<file path="config.mk">
export PLATFORM = sky130hd
export DESIGN_NAME = led_pattern_gen_flat
export DESIGN_NICKNAME = d
export VERILOG_FILES = /design/src/rtl/led_pattern_gen_if.sv /design/src/rtl/led_pattern_gen.sv /design/src/flat_wrapper.sv
export SDC_FILE = /design/constraint.sdc
export NUM_CORES = 1
export LEC_CHECK = 0
export ABC_AREA = 1
export BUFFER_PORTS_ARGS = -buffer_cell sky130_fd_sc_hd__clkbuf_2
export CELL_PAD_IN_SITES_DETAIL_PLACEMENT = 1
export CELL_PAD_IN_SITES_GLOBAL_PLACEMENT = 2
export CORE_ASPECT_RATIO = 2
export CORE_UTILIZATION = 35
export DETAILED_ROUTE_END_ITERATION = 8
export GPL_ROUTABILITY_DRIVEN = 0
export PLACE_DENSITY = 0.85
export SLEW_MARGIN = 30
export SYNTH_ARGS = -nofsm -noshare
export SYNTH_HDL_FRONTEND = slang
export SYNTH_SLANG_ARGS = --single-unit
</file>
<file path="constraint.sdc">
create_clock -name clk -period 4.1 [get_ports clk]
set_clock_uncertainty 0.05 [all_clocks]
set_input_delay 0 -clock clk [delete_from_list [all_inputs] [get_ports clk]]
set_output_delay 0 -clock clk [all_outputs]
set_load 0.05 [all_outputs]
</file>
<file path="src/rtl/led_pattern_gen_if.sv">
// Control and LED-output bundle for led_pattern_gen.
// The display controller drives the master side; the generator is the slave.
interface led_pattern_gen_if #(
   parameter int WIDTH  = 16,
   parameter int DIV_W  = 24,
   parameter int HOLD_W = 4
);
   logic              en;
   logic              restart;
   logic [1:0]        mode;
   logic [DIV_W-1:0]  div;
   logic [HOLD_W-1:0] hold;
   logic [WIDTH-1:0]  led;
   logic              frame_tick;
   logic              wrap;
   logic              dir;

   modport master (
      output en, restart, mode, div, hold,
      input  led, frame_tick, wrap, dir
   );

   modport slave (
      input  en, restart, mode, div, hold,
      output led, frame_tick, wrap, dir
   );
endinterface

</file>
<file path="src/rtl/led_pattern_gen.sv">
// LED frame generator: a prescaler paces frame steps, a small IDLE/RUN/DWELL
// machine walks a position counter, and the LED word is decoded from the
// position according to the animation mode latched at the last start load.
module led_pattern_gen #(
   parameter int WIDTH  = 16,
   parameter int DIV_W  = 24,
   parameter int HOLD_W = 4
) (
   input logic         clk,
   input logic         rst_n,
   led_pattern_gen_if.slave bus
);
   localparam int POS_W = $clog2(WIDTH + 1);
   localparam logic [POS_W-1:0] POS_ZERO    = '0;
   localparam logic [POS_W-1:0] POS_ONE     = POS_W'(1);
   localparam logic [POS_W-1:0] POS_BAR_TOP = POS_W'(WIDTH);
   localparam logic [POS_W-1:0] POS_DOT_TOP = POS_W'(WIDTH - 1);

   typedef enum logic [1:0] {ST_IDLE, ST_RUN, ST_DWELL} state_t;
   typedef enum logic [1:0] {M_BAR, M_DOT, M_CHASE, M_BLINK} mode_t;

   state_t            state_q;
   mode_t             mode_q;
   logic [POS_W-1:0]  pos_q;
   logic              dir_q;
   logic [HOLD_W-1:0] dwell_q;
   logic [DIV_W-1:0]  presc_q;
   logic [WIDTH-1:0]  led_q;
   logic              tick_q;
   logic              wrap_q;

   logic [POS_W-1:0]  pos_d;
   logic              dir_d;
   logic [HOLD_W-1:0] dwell_d;
   state_t            state_d;
   logic [POS_W-1:0]  top;
   logic              at_end;
   logic              start_load;
   logic              term_cnt;

   // LED word for a given mode and position; bit WIDTH-1 is the leftmost LED.
   function automatic logic [WIDTH-1:0] pattern(mode_t m, logic [POS_W-1:0] p);
      logic [WIDTH-1:0] v;
      v = '0;
      for (int i = 0; i < WIDTH; i++) begin
         case (m)
            M_BAR:          v[i] = (WIDTH - 1 - i) < int'(p);
            M_DOT, M_CHASE: v[i] = (WIDTH - 1 - i) == int'(p);
            default:        v[i] = (p != POS_ZERO);
         endcase
      end
      return v;
   endfunction

   assign start_load = bus.restart || (bus.en && (state_q == ST_IDLE));
   assign term_cnt   = (presc_q == bus.div);

   // Next position/direction/dwell if a frame step were taken this cycle.
   always_comb begin
      // NOTE: every output of this block gets a default first so no path leaves it unassigned (no latch).
      pos_d   = pos_q;
      dir_d   = dir_q;
      dwell_d = dwell_q;
      state_d = ST_RUN;
      top     = POS_BAR_TOP;
      at_end  = 1'b0;
      case (mode_q)
         M_CHASE: pos_d = (pos_q == POS_DOT_TOP) ? POS_ZERO : pos_q + 1'b1;
         M_BLINK: pos_d = (pos_q == POS_ZERO) ? POS_ONE : POS_ZERO;
         default: begin
            top    = (mode_q == M_BAR) ? POS_BAR_TOP : POS_DOT_TOP;
            at_end = dir_q ? (pos_q == POS_ZERO) : (pos_q == top);
            if (at_end && (dwell_q < bus.hold)) begin
               dwell_d = dwell_q + 1'b1;
               state_d = ST_DWELL;
            end else if (at_end) begin
               dwell_d = '0;
               dir_d   = ~dir_q;
               pos_d   = dir_q ? pos_q + 1'b1 : pos_q - 1'b1;
            end else begin
               pos_d   = dir_q ? pos_q - 1'b1 : pos_q + 1'b1;
            end
         end
      endcase
   end

   // Control FSM, prescaler and registered outputs; restart beats en=0 beats a step.
   always_ff @(posedge clk or negedge rst_n) begin
      if (!rst_n) begin
         state_q <= ST_IDLE;
         mode_q  <= M_BAR;
         pos_q   <= '0;
         dir_q   <= 1'b0;
         dwell_q <= '0;
         presc_q <= '0;
         led_q   <= '0;
         tick_q  <= 1'b0;
         wrap_q  <= 1'b0;
      end else begin
         // NOTE: non-blocking assignments so every register samples pre-edge values.
         tick_q <= 1'b0;
         wrap_q <= 1'b0;
         if (start_load) begin
            state_q <= ST_RUN;
            mode_q  <= mode_t'(bus.mode);
            pos_q   <= '0;
            dir_q   <= 1'b0;
            dwell_q <= '0;
            presc_q <= '0;
            led_q   <= pattern(mode_t'(bus.mode), POS_ZERO);
         end else if (!bus.en) begin
            state_q <= ST_IDLE;
         end else if (term_cnt) begin
            presc_q <= '0;
            state_q <= state_d;
            pos_q   <= pos_d;
            dir_q   <= dir_d;
            dwell_q <= dwell_d;
            led_q   <= pattern(mode_q, pos_d);
            tick_q  <= 1'b1;
            wrap_q  <= (pos_d == POS_ZERO) && (pos_q != POS_ZERO);
         end else begin
            presc_q <= presc_q + 1'b1;
         end
      end
   end

   assign bus.led        = led_q;
   assign bus.frame_tick = tick_q;
   assign bus.wrap       = wrap_q;
   assign bus.dir        = dir_q;
endmodule

</file>
<file path="src/flat_wrapper.sv">
// flat-port wrapper written by rule: the top's interface ports become plain ports
module led_pattern_gen_flat 
#(
   parameter int WIDTH  = 16,
   parameter int DIV_W  = 24,
   parameter int HOLD_W = 4
)
  (clk, rst_n, bus_en, bus_restart, bus_mode, bus_div, bus_hold, bus_led, bus_frame_tick, bus_wrap, bus_dir);
  led_pattern_gen_if #(.WIDTH(WIDTH), .DIV_W(DIV_W), .HOLD_W(HOLD_W)) bus_i ();
  input logic clk;
  input logic rst_n;
  input wire logic [$bits(bus_i.en)-1:0] bus_en;
  input wire logic [$bits(bus_i.restart)-1:0] bus_restart;
  input wire logic [$bits(bus_i.mode)-1:0] bus_mode;
  input wire logic [$bits(bus_i.div)-1:0] bus_div;
  input wire logic [$bits(bus_i.hold)-1:0] bus_hold;
  output wire logic [$bits(bus_i.led)-1:0] bus_led;
  output wire logic [$bits(bus_i.frame_tick)-1:0] bus_frame_tick;
  output wire logic [$bits(bus_i.wrap)-1:0] bus_wrap;
  output wire logic [$bits(bus_i.dir)-1:0] bus_dir;
  assign bus_i.en = bus_en;
  assign bus_i.restart = bus_restart;
  assign bus_i.mode = bus_mode;
  assign bus_i.div = bus_div;
  assign bus_i.hold = bus_hold;
  assign bus_led = bus_i.led;
  assign bus_frame_tick = bus_i.frame_tick;
  assign bus_wrap = bus_i.wrap;
  assign bus_dir = bus_i.dir;
  led_pattern_gen #(.WIDTH(WIDTH), .DIV_W(DIV_W), .HOLD_W(HOLD_W)) u_core (.clk(clk), .rst_n(rst_n), .bus(bus_i));
endmodule
</file>
After elaboration in Yosys (flattened, before gate mapping)
Index checks and enable logic that the tools add are counted.

storage, ports and cells
  register bits = 56
  bits of input ports = 34
  logic and storage cells = 136

cells by class
  $add $sub $neg = 4
  magnitude comparators = 17
  equality and inequality tests = 26
  multiplexer cells = 58
  bitwise gates (word level) = 1
  reductions and logical operators = 21

operator list
  kind                     count
  $mux W24                 3
  $mux W16                 3
  $mux W5                  9
  $eq A5 B5 Y1 const A     8
  $lt A4 B5 Y1 const A     8
  $pmux W1 S2              16
  $add A24 B1 Y24 const B  1
  $eq A24 B24 Y1           1
  $mux W4                  6
  $eq A4 B5 Y1 const A     4
  $lt A3 B5 Y1 const A     4
  $logic_not A5 Y1         3
  $mux W1                  15
  $eq A3 B5 Y1 const A     2
  $lt A1 B5 Y1 const A     2
  $lt A2 B5 Y1 const A     2
  $mux W2                  5
  $pmux W5 S2              1
  $reduce_bool A5 Y1       2
  $eq A2 B2 Y1 const B     3
  $reduce_bool A2 Y1       3
  $reduce_or A2 Y1         3
  $add A5 B1 Y5 const B    1
  $eq A2 B5 Y1 const A     1
  other kinds (16)         21

Logic depth before layout (Yosys ltp)
  word-level depth = 12
  mapped depth = 20
  depth with buffers taken out = 19

Worst setup path after synthesis
Ideal clock, no wire load.

  path type = register to register
  start = register u_core.dir_q (netlist: u_core.bus.dir)
  end = register u_core.led_q[10] (netlist: u_core.bus.led[10])
  library setup time = 0.118 ns
  data arrival time = 2.166 ns
  required time = 3.932 ns
  setup slack = 1.767 ns
  stages on the path, launching flop included = 16
  path buffers = 2
  period minus slack after synthesis = 2.333 ns
  cell sequence = dfrtp_1 buf_2 inv_2 nand3_4 nand2_4 nor2_8 nand2_2 nand3_2 nand2_4 nor2_8 nand3_4 nor2_4 nor2_4 buf_6 nand2_1 nand2_1

on the way
  longest elaborated chain between the ends = 9
  elaborated cells between the ends (all ways) = 14
  those cells by class = order compare (1); eq/ne (1); mux (10); reduce/logical (2)

ends and longest elaborated chain
  what                                                   line                                          source
  start: declaration                                     led_pattern_gen.sv:25                         logic dir_q;
  start signal: assignment                               led_pattern_gen.sv:117                        dir_q <= dir_d;
  $mux W5, or another cell as far along                  led_pattern_gen.sv:81                         pos_d = dir_q ? pos_q - 1'b1 : pos_q + 1'b1;
  $mux W5 / $logic_and A1 B1 Y1 (equally long branches)  led_pattern_gen.sv:76, led_pattern_gen.sv:73
  $mux W5 *                                              led_pattern_gen.sv:73                         if (at_end && (dwell_q < bus.hold)) begin
  $pmux W5 S2 *                                          led_pattern_gen.sv:67                         case (mode_q)
  $lt A3 B5 Y1, or another cell as far along             led_pattern_gen.sv:47                         M_BAR: v[i] = (WIDTH - 1 - i) < int'(p);
  $pmux W1 S2 *                                          led_pattern_gen.sv:46                         case (m)
  $mux W16 *                                             led_pattern_gen.sv:113                        end else if (term_cnt) begin
  $mux W16 *                                             led_pattern_gen.sv:111                        end else if (!bus.en) begin
  $mux W16 *                                             led_pattern_gen.sv:103                        if (start_load) begin
  end signal: assignment                                 led_pattern_gen.sv:110                        led_q <= pattern(mode_t'(bus.mode), POS_ZERO);
  end signal: assignment                                 led_pattern_gen.sv:119                        led_q <= pattern(mode_q, pos_d);
  end: declaration                                       led_pattern_gen.sv:28                         logic [WIDTH-1:0] led_q;

Every way passes the cells marked *; elsewhere a longest branch is shown, timed or not. The select of a mux whose other input is x is not followed.
A chain may end at the register's enable or synchronous reset.

Worst setup path after layout
  start = register u_core.mode_q[0]
  end = register u_core.led_q[8] (netlist: u_core.bus.led[8])

on the way
  longest elaborated chain between the ends = 12
  elaborated cells between the ends (all ways) = 19
  those cells by class = order compare (1); eq/ne (5); mux (9); reduce/logical (4)

ends and longest elaborated chain
  what                                                   line                                          source
  start: declaration                                     led_pattern_gen.sv:23                         mode_t mode_q;
  start signal: assignment                               led_pattern_gen.sv:105                        mode_q <= mode_t'(bus.mode);
  $logic_not A2 Y1                                       led_pattern_gen.sv:46, led_pattern_gen.sv:71
  $mux W5                                                led_pattern_gen.sv:71                         top = (mode_q == M_BAR) ? POS_BAR_TOP : POS_DOT_TOP;
  $eq A5 B5 Y1                                           led_pattern_gen.sv:72                         at_end = dir_q ? (pos_q == POS_ZERO) : (pos_q == top);
  $mux W1                                                led_pattern_gen.sv:72
  $mux W5 / $logic_and A1 B1 Y1 (equally long branches)  led_pattern_gen.sv:76, led_pattern_gen.sv:73
  $mux W5                                                led_pattern_gen.sv:73
  $pmux W5 S2                                            led_pattern_gen.sv:67
  $lt A3 B5 Y1, or another cell as far along             led_pattern_gen.sv:47
  $pmux W1 S2 *                                          led_pattern_gen.sv:46
  $mux W16 *                                             led_pattern_gen.sv:113
  $mux W16 *                                             led_pattern_gen.sv:111
  $mux W16 *                                             led_pattern_gen.sv:103

Marked as above.

==> summary.md <==
| Metric | Value |
|---|---|
| Max Slew Vio Count | 0 |
| Post-CTS sizing | 0 |
| Slew headroom | 0.508 |
| DRC Markers | 0 |
| CP max stage delay | between 400 and 500 ps |
| Worst R2R Path Depth | 17 |
| Area grow syn2layout | 13.2% |
| Clock Latency Late Sink | 300 ps |
| Post-synthesis compound-gate area fraction | 0.0915 |
| Most used cell along the critical path | nor2_4 |
| H-tree depth | 2 |
| Yosys Warn Count | 0 |
| P_int | between 0.9 and 1 mW |
| GRT Util Overall | 0.232 |
| WP data arrival | approximately 3200 ps |
| CTS tree | yes |
| Die area | 12,300 µm² |
| Drt pass-1 iters | 4 |
| Initial antenna violation count | 0 |
| Synth area leaders | dfrtp_1 34%, nand2_1 17%, nand3_1 7.2%, inv_1 6.3%, ha_1 3.9% |
| Layout Nets | 692 |
| Mapped Cells | 594 |
| Post-DP HPWL | between 10,000 and 15,000 µm |
| Layer with the highest usage | met2 |
| Share of cells above drive strength 1 | 0.161 |
| Hold path depth | 3 |
| Tcrit/Tclk final | 0.742 |
| Max Cap Violations | 0 |
| Clock transition at path regs | around 80 ps |
| Avg Synthesized Cell Area | 6.98 µm² |
| Number of global-route vias before repair | 4,507 |
| Synth Area in Adders | 0.0393 |
| CP Cell Sequence | inv_1 > ha_1 > nor2_1 > nand3_2 > nand3_4 > nand2_4 > inv_2 > nand2_4 > nand3_1 > nand2_1 > nand2_2 > nor2_4 > nand3_4 > nor2_4 > nor2_4 > o21ai_0 > nand2_1 |
| Worst ir drop on vdd | 206 µV |
| Ys flop type | dfrtp_1 |
| P_leak | between 2 and 2.5 nW |
| Largest net degree at the start of global routing | 57 |
| Num rows | 55 |
| Gr ovfl total | 0 |
| Mux cell area share after synthesis | 0 |
| Die Ht | between 150 and 200 µm |
| Drt via density | around 5.2 |
| Wirelength per Cell | approximately 17 µm |
| Initial Util | 0.363 |
| First-pass GRT wire length | ~22,000 µm |
| Crit path max-delay cell type | ha_1 |
| GR Util met3 | 0.0187 |
| Critical path class | register to register |
| Setup TNS | 0 ps |
| Comb pwr share | 0.312 |
| Port bufs | 52 |
| Max Clk Rate | approximately 0.33 GHz |
| WP data required | around 4200 ps |
| Psw | 0.546 mW |
| Status | complete, no violations |
| CTS Sinks | 56 |
| Yosys top cell area share | 0.338 |
| Crit Path Max Fanout | 15 |
| CTS max path bufs | 2 |
| Final wirelength | about 13,000 µm |
| Clock network fraction of total power | 0.295 |
| RSZ-0062 raised after global routing | false |
| Power per Cell Area | 311 nW/µm² |
| CTS root buffer | clkbuf_16 |
| Sequential-to-total area share from yosys stat | 0.338 |
| Layout Cells excl Fill | slightly below 800 |
| GR Util met2 | 0.465 |
| Startpoint types | register |
| Ports | 53 |
| N_diodes | 0 |
| Placed cell count | between 700 and 800 |
| Post-route ant nets | 0 |
| Hold WC Path Type | primary input to register |
| Syn Std Cell Area | approximately 4100 µm² |
| Syn nets | ~640 |
| Crit end category | register |
| Switching Share | 0.373 |
| Die width | slightly below 80 µm |
| Unique masters post-synth | 37 |
| Hold_ws | 59.5 ps |
| Sequential power share | 0.393 |
| Post-synthesis register bit count | 56 |
| FFs w/ async S/R, synth | 1.00 |
| Number of flops mapped to enable cells by yosys | 0 |
| Final setup viols | 0 |
| Final Util | 0.411 |
| Area share of and/or/nand/nor cells after synthesis | 0.391 |
| Main combinational cell family by area after synthesis | simple AND/OR/NAND/NOR gates |
| Final-report hold violation count | 0 |
| Post-Synth XOR/XNOR Area | 0.0507 |
| Met1 usage | 0.226 |
| Largest area contributor in the netlist | dfrtp_1 |
| TritonCTS Buffers | 5 |
| Fillers | around 1,500 |
| Post-layout min period | 3040 ps |
| Core ar. | roughly 11,000 µm² |
| Vias post-DR | just over 4,000 |
| 1st-iter DRT viols | ~120 |
| Worst-margin pin slew | around 740 ps |
[cell usage in the layout, fill, tap and decap left out, types with 3 or more instances in the layout]
cell / netlist / routed
nor2_1: 33 / 32
nor3_2: 3 / 3
o21ai_1: 4 / 4
o21ai_0: 22 / 22
inv_2: 4 / 4
dlygate4sd3_1: 0 / 3
nor3_1: 7 / 7
nand2_4: 4 / 4
or2_2: 8 / 8
xor2_1: 10 / 10
a21oi_1: 17 / 17
buf_4: 2 / 4
clkbuf_16: 0 / 5
dfrtp_1: 56 / 56
inv_1: 69 / 69
nand2_1: 191 / 191
o22ai_1: 19 / 19
ha_1: 13 / 13
nand3_2: 4 / 4
clkbuf_2: 0 / 52
nor2_2: 4 / 5
nor2_4: 4 / 4
xnor2_1: 14 / 14
nand2_2: 5 / 5
nand4_1: 12 / 12
nand3_1: 60 / 60
[layer usage]
layer  share of wire  up-vias
met2            0.59       62
met3           0.019       27
met5               0        -
met4           0.045        0
li1                -     2019
met1            0.35     1948
[per-stage QoR]
step	area [µm²]	total power, mW	setup slack [ps]
after detailed placement	4520	1.04	1050
after global placement	4520	1.03	1120
after global routing	4690	1.55	750
after CTS	4690	1.48	1020
final	4690	1.46	1060
after floorplan	4140	0.918	1770
[cell families after synthesis]
logic type	Yosys count
DFF	56
buffers and inverters	90
AOI/OAI and AO/OA	68
xor gates and xnor gates	24
adders and majority gates	13
and+or+nand+nor	343
[power by group through the flow]
stage | combinational [mW] | clock [mW] | sequential [mW]
6_report | 0.455 | 0.431 | 0.575
3_3_place_gp | 0.447 | 0 | 0.586
5_1_grt | 0.509 | 0.460 | 0.577
2_1_floorplan | 0.328 | 0 | 0.590
3_5_place_dp | 0.456 | 0 | 0.586
4_1_cts | 0.460 | 0.445 | 0.575
[timing repair]
action / 4_1_cts / 5_1_grt
hold buffers: 3 / 0
buffers inserted: 0 / 0
endpoints found under the setup margin: 0 / 0
hold endpoints to repair: 58 / 0
[worst max-delay path: cells and delay by family (launching register included)]
| kind | cells | cell delay (ps) |
|---|---|---|
| AOI/OAI and AO/OA | 1 | 120 |
| adders and majority gates | 1 | 470 |
| buffers and inverters | 2 | 170 |
| DFF | 1 | 420 |
| and+or+nand+nor | 13 | 1690 |
[worst paths after layout]
kind                               startpoint                 end  slack, ps
max                          u_core.mode_q[0]   u_core.bus.led[8]       1060
min                                    bus_en   u_core.state_q[0]         60
max reg2reg                  u_core.mode_q[0]   u_core.bus.led[8]       1060
min reg2reg                u_core.bus.led[12]  u_core.bus.led[12]        440
max in group asynchronous               rst_n  u_core.presc_q[22]       3150
min in group asynchronous               rst_n   u_core.presc_q[2]        350
[state kept, by name, indices dropped and copies added (netlist names)]
| name | cells |
|---|---|
| u_core.bus.dir | 1 |
| u_core.bus.frame_tick | 1 |
| u_core.bus.led | 16 |
| u_core.bus.wrap | 1 |
| u_core.dwell_q | 4 |
| u_core.mode_q | 2 |
| u_core.pos_q | 5 |
| u_core.presc_q | 24 |
| u_core.state_q | 2 |
[synth_stat cells, types with 2 or more instances]
cell      instances
nand2_1         191
nand3_4           2
nor4_1            2
inv_1            69
inv_2             4
a21oi_1          17
dfrtp_1          56
nand4_1          12
buf_4             2
a31oi_1           2
nor3_2            3
xnor2_1          14
nor2_1           33
clkinv_1          2
clkbuf_1          7
o22ai_1          19
xor2_1           10
buf_2             3
o21ai_0          22
nor3_1            7
nand2_2           5
nand2_4           4
nor2_2            4
or2_2             8
buf_6             3
o21ai_1           4
nor2_8            2
nand3_2           4
ha_1             13
nor2_4            4
nand3_1          60
[final cells by class]
cell class	count	area (µm²)	area share
flip-flops and latches	56	1400	0.299
clock buffers	5	125	0.0267
multi-input cells	448	2370	0.506
clock inverters	2	12.5	0.00267
repair buffers	59	320	0.0683
inverters	75	282	0.0600
well taps	142	178	0.0379
No activity file was read; power rests on OpenSTA's default activity.
